==> config.mk <==
export PLATFORM = sky130hd
export DESIGN_NAME = regfile_scoreboard
export DESIGN_NICKNAME = d
export VERILOG_FILES = /design/src/rtl/regfile_pkg.sv /design/src/rtl/reg_scoreboard.sv /design/src/rtl/regfile_scoreboard.sv
export SDC_FILE = /design/constraint.sdc
export NUM_CORES = 2
export LEC_CHECK = 0
export CAP_MARGIN = 20
export CORE_ASPECT_RATIO = 0.75
export CORE_MARGIN = 2
export CORE_UTILIZATION = 50
export CTS_CLUSTER_SIZE = 30
export DETAILED_ROUTE_END_ITERATION = 16
export DONT_BUFFER_PORTS = 1
export PLACE_DENSITY = 0.7
export SYNTH_ARGS = -nofsm -noshare
export SYNTH_HDL_FRONTEND = slang
export SYNTH_SLANG_ARGS = --single-unit
==> constraint.sdc <==
create_clock -name clk -period 5.9 [get_ports clk]
set_input_delay 0.885 -clock clk [delete_from_list [all_inputs] [get_ports clk]]
set_output_delay 0.885 -clock clk [all_outputs]
set_load 0.05 [all_outputs]
==> src/rtl/regfile_pkg.sv <==
// rtl/regfile_pkg.sv - shared types and defaults for the register bank
//
// Purpose: state enum for the clear sweep and default bank dimensions.
// Ports:   none (package).
package regfile_pkg;

  typedef enum logic {
    CLEAR = 1'b0,
    RUN   = 1'b1
  } rf_state_e;

  localparam int XLEN_DEF  = 64;
  localparam int NREGS_DEF = 32;
  localparam int NRD_DEF   = 2;

endpackage

==> src/rtl/reg_scoreboard.sv <==
// rtl/reg_scoreboard.sv - per-register busy bits for hazard detection
//
// Purpose: holds one busy bit per register; issue sets, write-back clears,
//          flush clears everything. Register 0 is never marked busy.
// Ports:
//   clk, rst          clock, synchronous active-low reset (clears all bits)
//   reg_write/rd_addr write-back strobe and address (clears busy)
//   issue_valid/rd    issue strobe and destination (sets busy)
//   flush             clear all busy bits
//   busy              registered busy vector, one bit per register
module reg_scoreboard
  import regfile_pkg::*;
#(
  parameter int NREGS = NREGS_DEF
) (
  input  logic                     clk,
  input  logic                     rst,
  input  logic                     reg_write,
  input  logic [$clog2(NREGS)-1:0] rd_addr,
  input  logic                     issue_valid,
  input  logic [$clog2(NREGS)-1:0] issue_rd,
  input  logic                     flush,
  output logic [NREGS-1:0]         busy
);

  logic [NREGS-1:0] busy_q;
  logic [NREGS-1:0] busy_d;

  // Later assignments win: flush < write-back clear < issue set, so a new
  // producer always survives both a same-cycle write-back and a flush.
  always_comb begin
    busy_d = busy_q;
    if (flush) begin
      busy_d = '0;
    end
    if (reg_write && (rd_addr != '0)) begin
      busy_d[rd_addr] = 1'b0;
    end
    if (issue_valid && (issue_rd != '0)) begin
      busy_d[issue_rd] = 1'b1;
    end
  end

  always_ff @(posedge clk) begin
    if (!rst) begin
      busy_q <= '0;
    end else begin
      busy_q <= busy_d;
    end
  end

  assign busy = busy_q;

endmodule

==> src/rtl/regfile_scoreboard.sv <==
// rtl/regfile_scoreboard.sv - register bank with bypass, scoreboard, clear sweep
//
// Purpose: NREGS x XLEN integer register bank with NRD combinational read
//          ports, write-through bypass, busy scoreboard and a post-reset
//          sweep that zeroes every register before ready rises.
// Ports:
//   clk, rst               clock, synchronous active-low reset
//   rs_addr/rs_data/busy   NRD packed read ports (port k at slice k)
//   rd_addr/rd_data        write-back address/data, reg_write strobe
//   issue_valid/issue_rd   destination being marked busy
//   flush                  clear all busy bits
//   ready                  sweep finished, bank usable
module regfile_scoreboard
  import regfile_pkg::*;
#(
  parameter int XLEN  = XLEN_DEF,
  parameter int NREGS = NREGS_DEF,
  parameter int NRD   = NRD_DEF
) (
  input  logic                         clk,
  input  logic                         rst,
  input  logic [NRD*$clog2(NREGS)-1:0] rs_addr,
  output logic [NRD*XLEN-1:0]          rs_data,
  output logic [NRD-1:0]               rs_busy,
  input  logic [$clog2(NREGS)-1:0]     rd_addr,
  input  logic [XLEN-1:0]              rd_data,
  input  logic                         reg_write,
  input  logic                         issue_valid,
  input  logic [$clog2(NREGS)-1:0]     issue_rd,
  input  logic                         flush,
  output logic                         ready
);

  localparam int AW = $clog2(NREGS);

  rf_state_e        state_q;
  logic [AW-1:0]    cnt_q;
  logic             ready_q;
  logic             run;
  logic [XLEN-1:0]  regs_q [NREGS];
  logic [NREGS-1:0] busy;

  assign run   = (state_q == RUN);
  assign ready = ready_q;

  // Sweep FSM: one register cleared per cycle; ready rises on the same edge
  // that leaves CLEAR, i.e. NREGS edges after reset is released.
  always_ff @(posedge clk) begin
    if (!rst) begin
      state_q <= CLEAR;
      cnt_q   <= '0;
      ready_q <= 1'b0;
    end else if (state_q == CLEAR) begin
      cnt_q <= cnt_q + AW'(1);
      if (cnt_q == AW'(NREGS - 1)) begin
        state_q <= RUN;
        ready_q <= 1'b1;
      end
    end
  end

  // Data array has no reset of its own; the sweep is what zeroes it.
  always_ff @(posedge clk) begin
    if (rst) begin
      if (!run) begin
        regs_q[cnt_q] <= '0;
      end else if (reg_write && (rd_addr != '0)) begin
        regs_q[rd_addr] <= rd_data;
      end
    end
  end

  // Strobes are masked during the sweep so nothing can mark a register busy
  // before the bank is usable.
  reg_scoreboard #(
    .NREGS(NREGS)
  ) u_sb (
    .clk        (clk),
    .rst        (rst),
    .reg_write  (reg_write & run),
    .rd_addr    (rd_addr),
    .issue_valid(issue_valid & run),
    .issue_rd   (issue_rd),
    .flush      (flush & run),
    .busy       (busy)
  );

  for (genvar k = 0; k < NRD; k++) begin : g_rd
    logic [AW-1:0] addr;
    logic          hit;
    logic          byp;

    assign addr = rs_addr[k*AW +: AW];
    assign hit  = run && (addr != '0);
    // Same-cycle write-back forwards its data and hides the stale busy bit.
    assign byp  = reg_write && (rd_addr == addr);

    assign rs_data[k*XLEN +: XLEN] = !hit ? '0 : (byp ? rd_data : regs_q[addr]);
    assign rs_busy[k]              = hit && !byp && busy[addr];
  end

endmodule

==> key figures <==
Status
  • Status: finished with violations
  • Failing checks: slew limit

Final layout
  • FF/Latch Area: 0.0623 sq mm
  • FILL cells: between 10,000 and 15,000
  • Util after Layout: between 50% and 60%
  • # diodes: 0
  • Multi-input gate area: between 0.03 and 0.04 sq mm
  • Final cell count without fillers: just over 8,000
  • Layout cells sized above 1: ~25%
  • Most frequent cells in the layout: edfxtp_1, mux4_2, mux2i_1, clkbuf_16, a221oi_1
  • Layout net count: 5,509
  • Final instance area: between 0.1 and 0.15 sq mm
  • Most common cell after layout, fill and taps aside: edfxtp_1
  • Synthesis-to-layout area growth: 10.1%

Clocking
  • Longest Clk Path Bufs: 3
  • Clock Sinks: 2,087
  • TritonCTS clock tree: yes
  • Root Buffer: clkbuf_16
  • H-tree Lvls: 4
  • CTS buffer count: 197
  • Clock transition time at the flip-flop clock pins of the worst setup and hold paths: roughly 0.060 ns
  • Postcts setup bufs: 0
  • Clock insertion delay at the later pin of the skew report: roughly 0.86 ns
  • Post-CTS Hold Fix Bufs: 0

Synth
  • Mapped Cells: 5,517
  • Synth Net Count: 5,608
  • Yosys warns: 0
  • Post-synth EDFFs: 2,048
  • Top cells by area, synth: edfxtp_1, mux4_2, mux2i_1
  • Post-synth ARST share: 0%
  • Share of the synthesized area in the top cell type: approximately three fifths
  • Yosys top cell by area: edfxtp_1
  • Synth Area per Inst: 18.0 sq um
  • Top FF cell, synth: edfxtp_1
  • Synth cell types: 61
  • Netlist Area Pre-Place: between 0.09 and 0.1 sq mm
  • Yosys reg bits: 2,087
  • Post-synthesis sequential area ratio: 62.6%

STA
  • Slew at the pin with the worst max-slew slack: approximately 1.9 ns
  • Hold Vio Cnt, Final: 0
  • Final Skew: 0.0387 ns
  • Max_slew headroom: -23.5%
  • RSZ-0062 raised after global routing: false
  • Post-layout min period: approximately 5.6 ns
  • Final worst path period share: 94.6%
  • Setup violators final: 0
  • Max-slew violations: between 150 and 200
  • Final TNS setup: 0 ns
  • Max Fclk: 179 MHz
  • PnR worst setup slack: approximately 0.32 ns

Route
  • Post-DR vias/cell: approximately 7.4
  • Drt total wl: 310,000 um
  • Detail Route Antenna Nets: 0
  • Wire per inst: roughly 38 um
  • Vias: between 60,000 and 70,000
  • Number of remaining DRC errors: 0
  • First-pass DRT Iterations: 7
  • First DRT Iteration DRCs: about 9,400

Worst setup path
  • Worst setup SP type: input pin
  • R2r setup slk: between 1.5 and 2 ns
  • R2R cell count: 7
  • Max FO, Critical Path: roughly 110
  • R2r endpoint: regs_q[23][30]$_DFFE_PP_
  • Critical path endpoint category: output pin
  • CP arrival: around 4.7 ns
  • Worst Setup SP: rs_addr[5]
  • Critical path type: in2out
  • FF-to-FF Start: run$_SDFF_PN0_
  • CP endpoint: rs_data[106]
  • Worst Path Required: roughly 5.0 ns

Global route
  • Overflow after GRT: 0
  • First-pass GRT wire length: about 430,000 um
  • Initial antenna violation count: 9
  • Gr usage total: 29.9%
  • Vias in the first global route: ~59,000
  • Largest net degree at the start of global routing: 694

Power
  • PD cells: 281 mW/mm^2
  • Worst vdd ir: 342 uV
  • Cell leakage power: between 30 and 40 nW

Placement
  • Routability cong.: 0.840
  • Worst slack at placement: about 1.1 ns
  • Port buffer count: 0
  • Post-DP HPWL: 160,000 um
  • Post-Place Cells: a little under 8,000
  • Area after DPL: about 0.1 sq mm

Min path
  • Worst Hold Class: in2reg
  • Worst Hold Depth: 1

Floorplan
  • Placeable core area: approximately 0.2 sq mm
  • Die H: around 400 um
  • Die width: 519 um
  • Number of I/O pins: 220
  • Row count: around 140
  • Initial core utilization: between 50% and 60%
  • Die area: roughly 0.2 sq mm

Job
  • Max cap viols: 0
Yosys cell counts, types with 4 or more instances:
| master | number |
|---|---|
| a211oi_1 | 74 |
| a21boi_0 | 27 |
| a21oi_1 | 120 |
| a221o_1 | 163 |
| a221oi_1 | 170 |
| a22oi_1 | 62 |
| a311o_1 | 8 |
| a31oi_1 | 4 |
| and2_1 | 79 |
| and3_1 | 13 |
| buf_1 | 36 |
| buf_2 | 97 |
| buf_4 | 75 |
| buf_6 | 33 |
| clkbuf_1 | 231 |
| dfxtp_1 | 39 |
| edfxtp_1 | 2048 |
| inv_1 | 4 |
| mux2_2 | 53 |
| mux2i_1 | 644 |
| mux4_2 | 807 |
| nand2_1 | 96 |
| nand2b_1 | 25 |
| nand3_1 | 25 |
| nand4_1 | 9 |
| nor2_1 | 165 |
| nor2b_1 | 12 |
| nor3_1 | 58 |
| o211ai_1 | 29 |
| o21a_1 | 9 |
| o21ai_0 | 157 |
| o221a_2 | 8 |
| o221ai_1 | 5 |
| o22a_1 | 4 |
| o22ai_1 | 66 |
| o311ai_0 | 4 |
| o31ai_1 | 9 |
| or2_2 | 7 |
| xnor2_1 | 11 |
critical path, stage by stage:
cell and delay [ns]:
buf_16 0.55, buf_16 0.49, buf_16 0.43, buf_16 0.40, mux2i_1 0.14, a221oi_1 0.42, o21ai_0 0.16, a21oi_1 0.42
a311o_1 0.59
how the worst min path moves through the flow:
stage	startpoint	endpoint	slack, ns
6_report	rst	u_sb.busy[11]$_SDFF_PN0_	0.16
5_1_grt	rst	u_sb.busy[11]$_SDFF_PN0_	0.14
4_1_cts	rst	u_sb.busy[8]$_SDFF_PN0_	0.11
3_5_place_dp	u_sb.busy[0]$_SDFF_PN0_	u_sb.busy[0]$_SDFF_PN0_	0.49
3_3_place_gp	u_sb.busy[0]$_SDFF_PN0_	u_sb.busy[0]$_SDFF_PN0_	0.49
2_1_floorplan	u_sb.busy[0]$_SDFF_PN0_	u_sb.busy[0]$_SDFF_PN0_	0.47
layout make-up:
type | count | area share [%]
Sequential cell | 2087 | 56.9
Multi-Input combinational cell | 2950 | 32.2
Clock buffer | 234 | 4.77
Tap cell | 2645 | 3.02
Timing Repair Buffer | 175 | 2.09
Clock inverter | 130 | 1.01
Inverter | 7 | 0.0469
where the power goes:
part / leakage (nW) / internal (mW) / switching (mW)
registers: 20.4 / 16.1 / 0.0380
clock network: 3.10 / 7.04 / 5.70
logic: 12.8 / 0.854 / 1.04
state kept, by name, indices dropped and copies added, names as in the netlist:
signal	count
cnt_q	5
ready	1
regs_q	2048
run	1
u_sb.busy	32
layer usage:
layer	track usage, %	up-vias	share of wire [%]	wire length (um)
met1	43.2	31846	38	118000
met4	11.0	6	4.0	12500
li1	-	23472	-	-
met5	0	-	0.015	45
met2	45.1	4566	45	141000
met3	6.38	680	13	38900
cell families (layout without fill, tap and decap cells):
family | Yosys count | count (layout) | synth area share (%)
compound gates | 931 | 931 | 6.97
xor+xnor | 12 | 12 | 0.106
fa+ha+maj | 2 | 2 | 0.0252
buf+inv | 480 | 546 | 2.48
flops | 2087 | 2087 | 62.6
mux | 1504 | 1504 | 25.4
simple gates | 501 | 501 | 2.41
timing repair:
item,in CTS,in global routing
gates resized for setup,0,1
hold endpoints to repair,0,0
endpoints found under the setup margin,0,60
through the flow:
step           power (mW)  hold slack (ns)
2_1_floorplan        18.0            0.466
3_3_place_gp         18.0            0.486
3_5_place_dp         18.0            0.487
4_1_cts              30.5            0.107
5_1_grt              31.5            0.138
6_report             30.8            0.156
(Power assumes the default switching activity.)
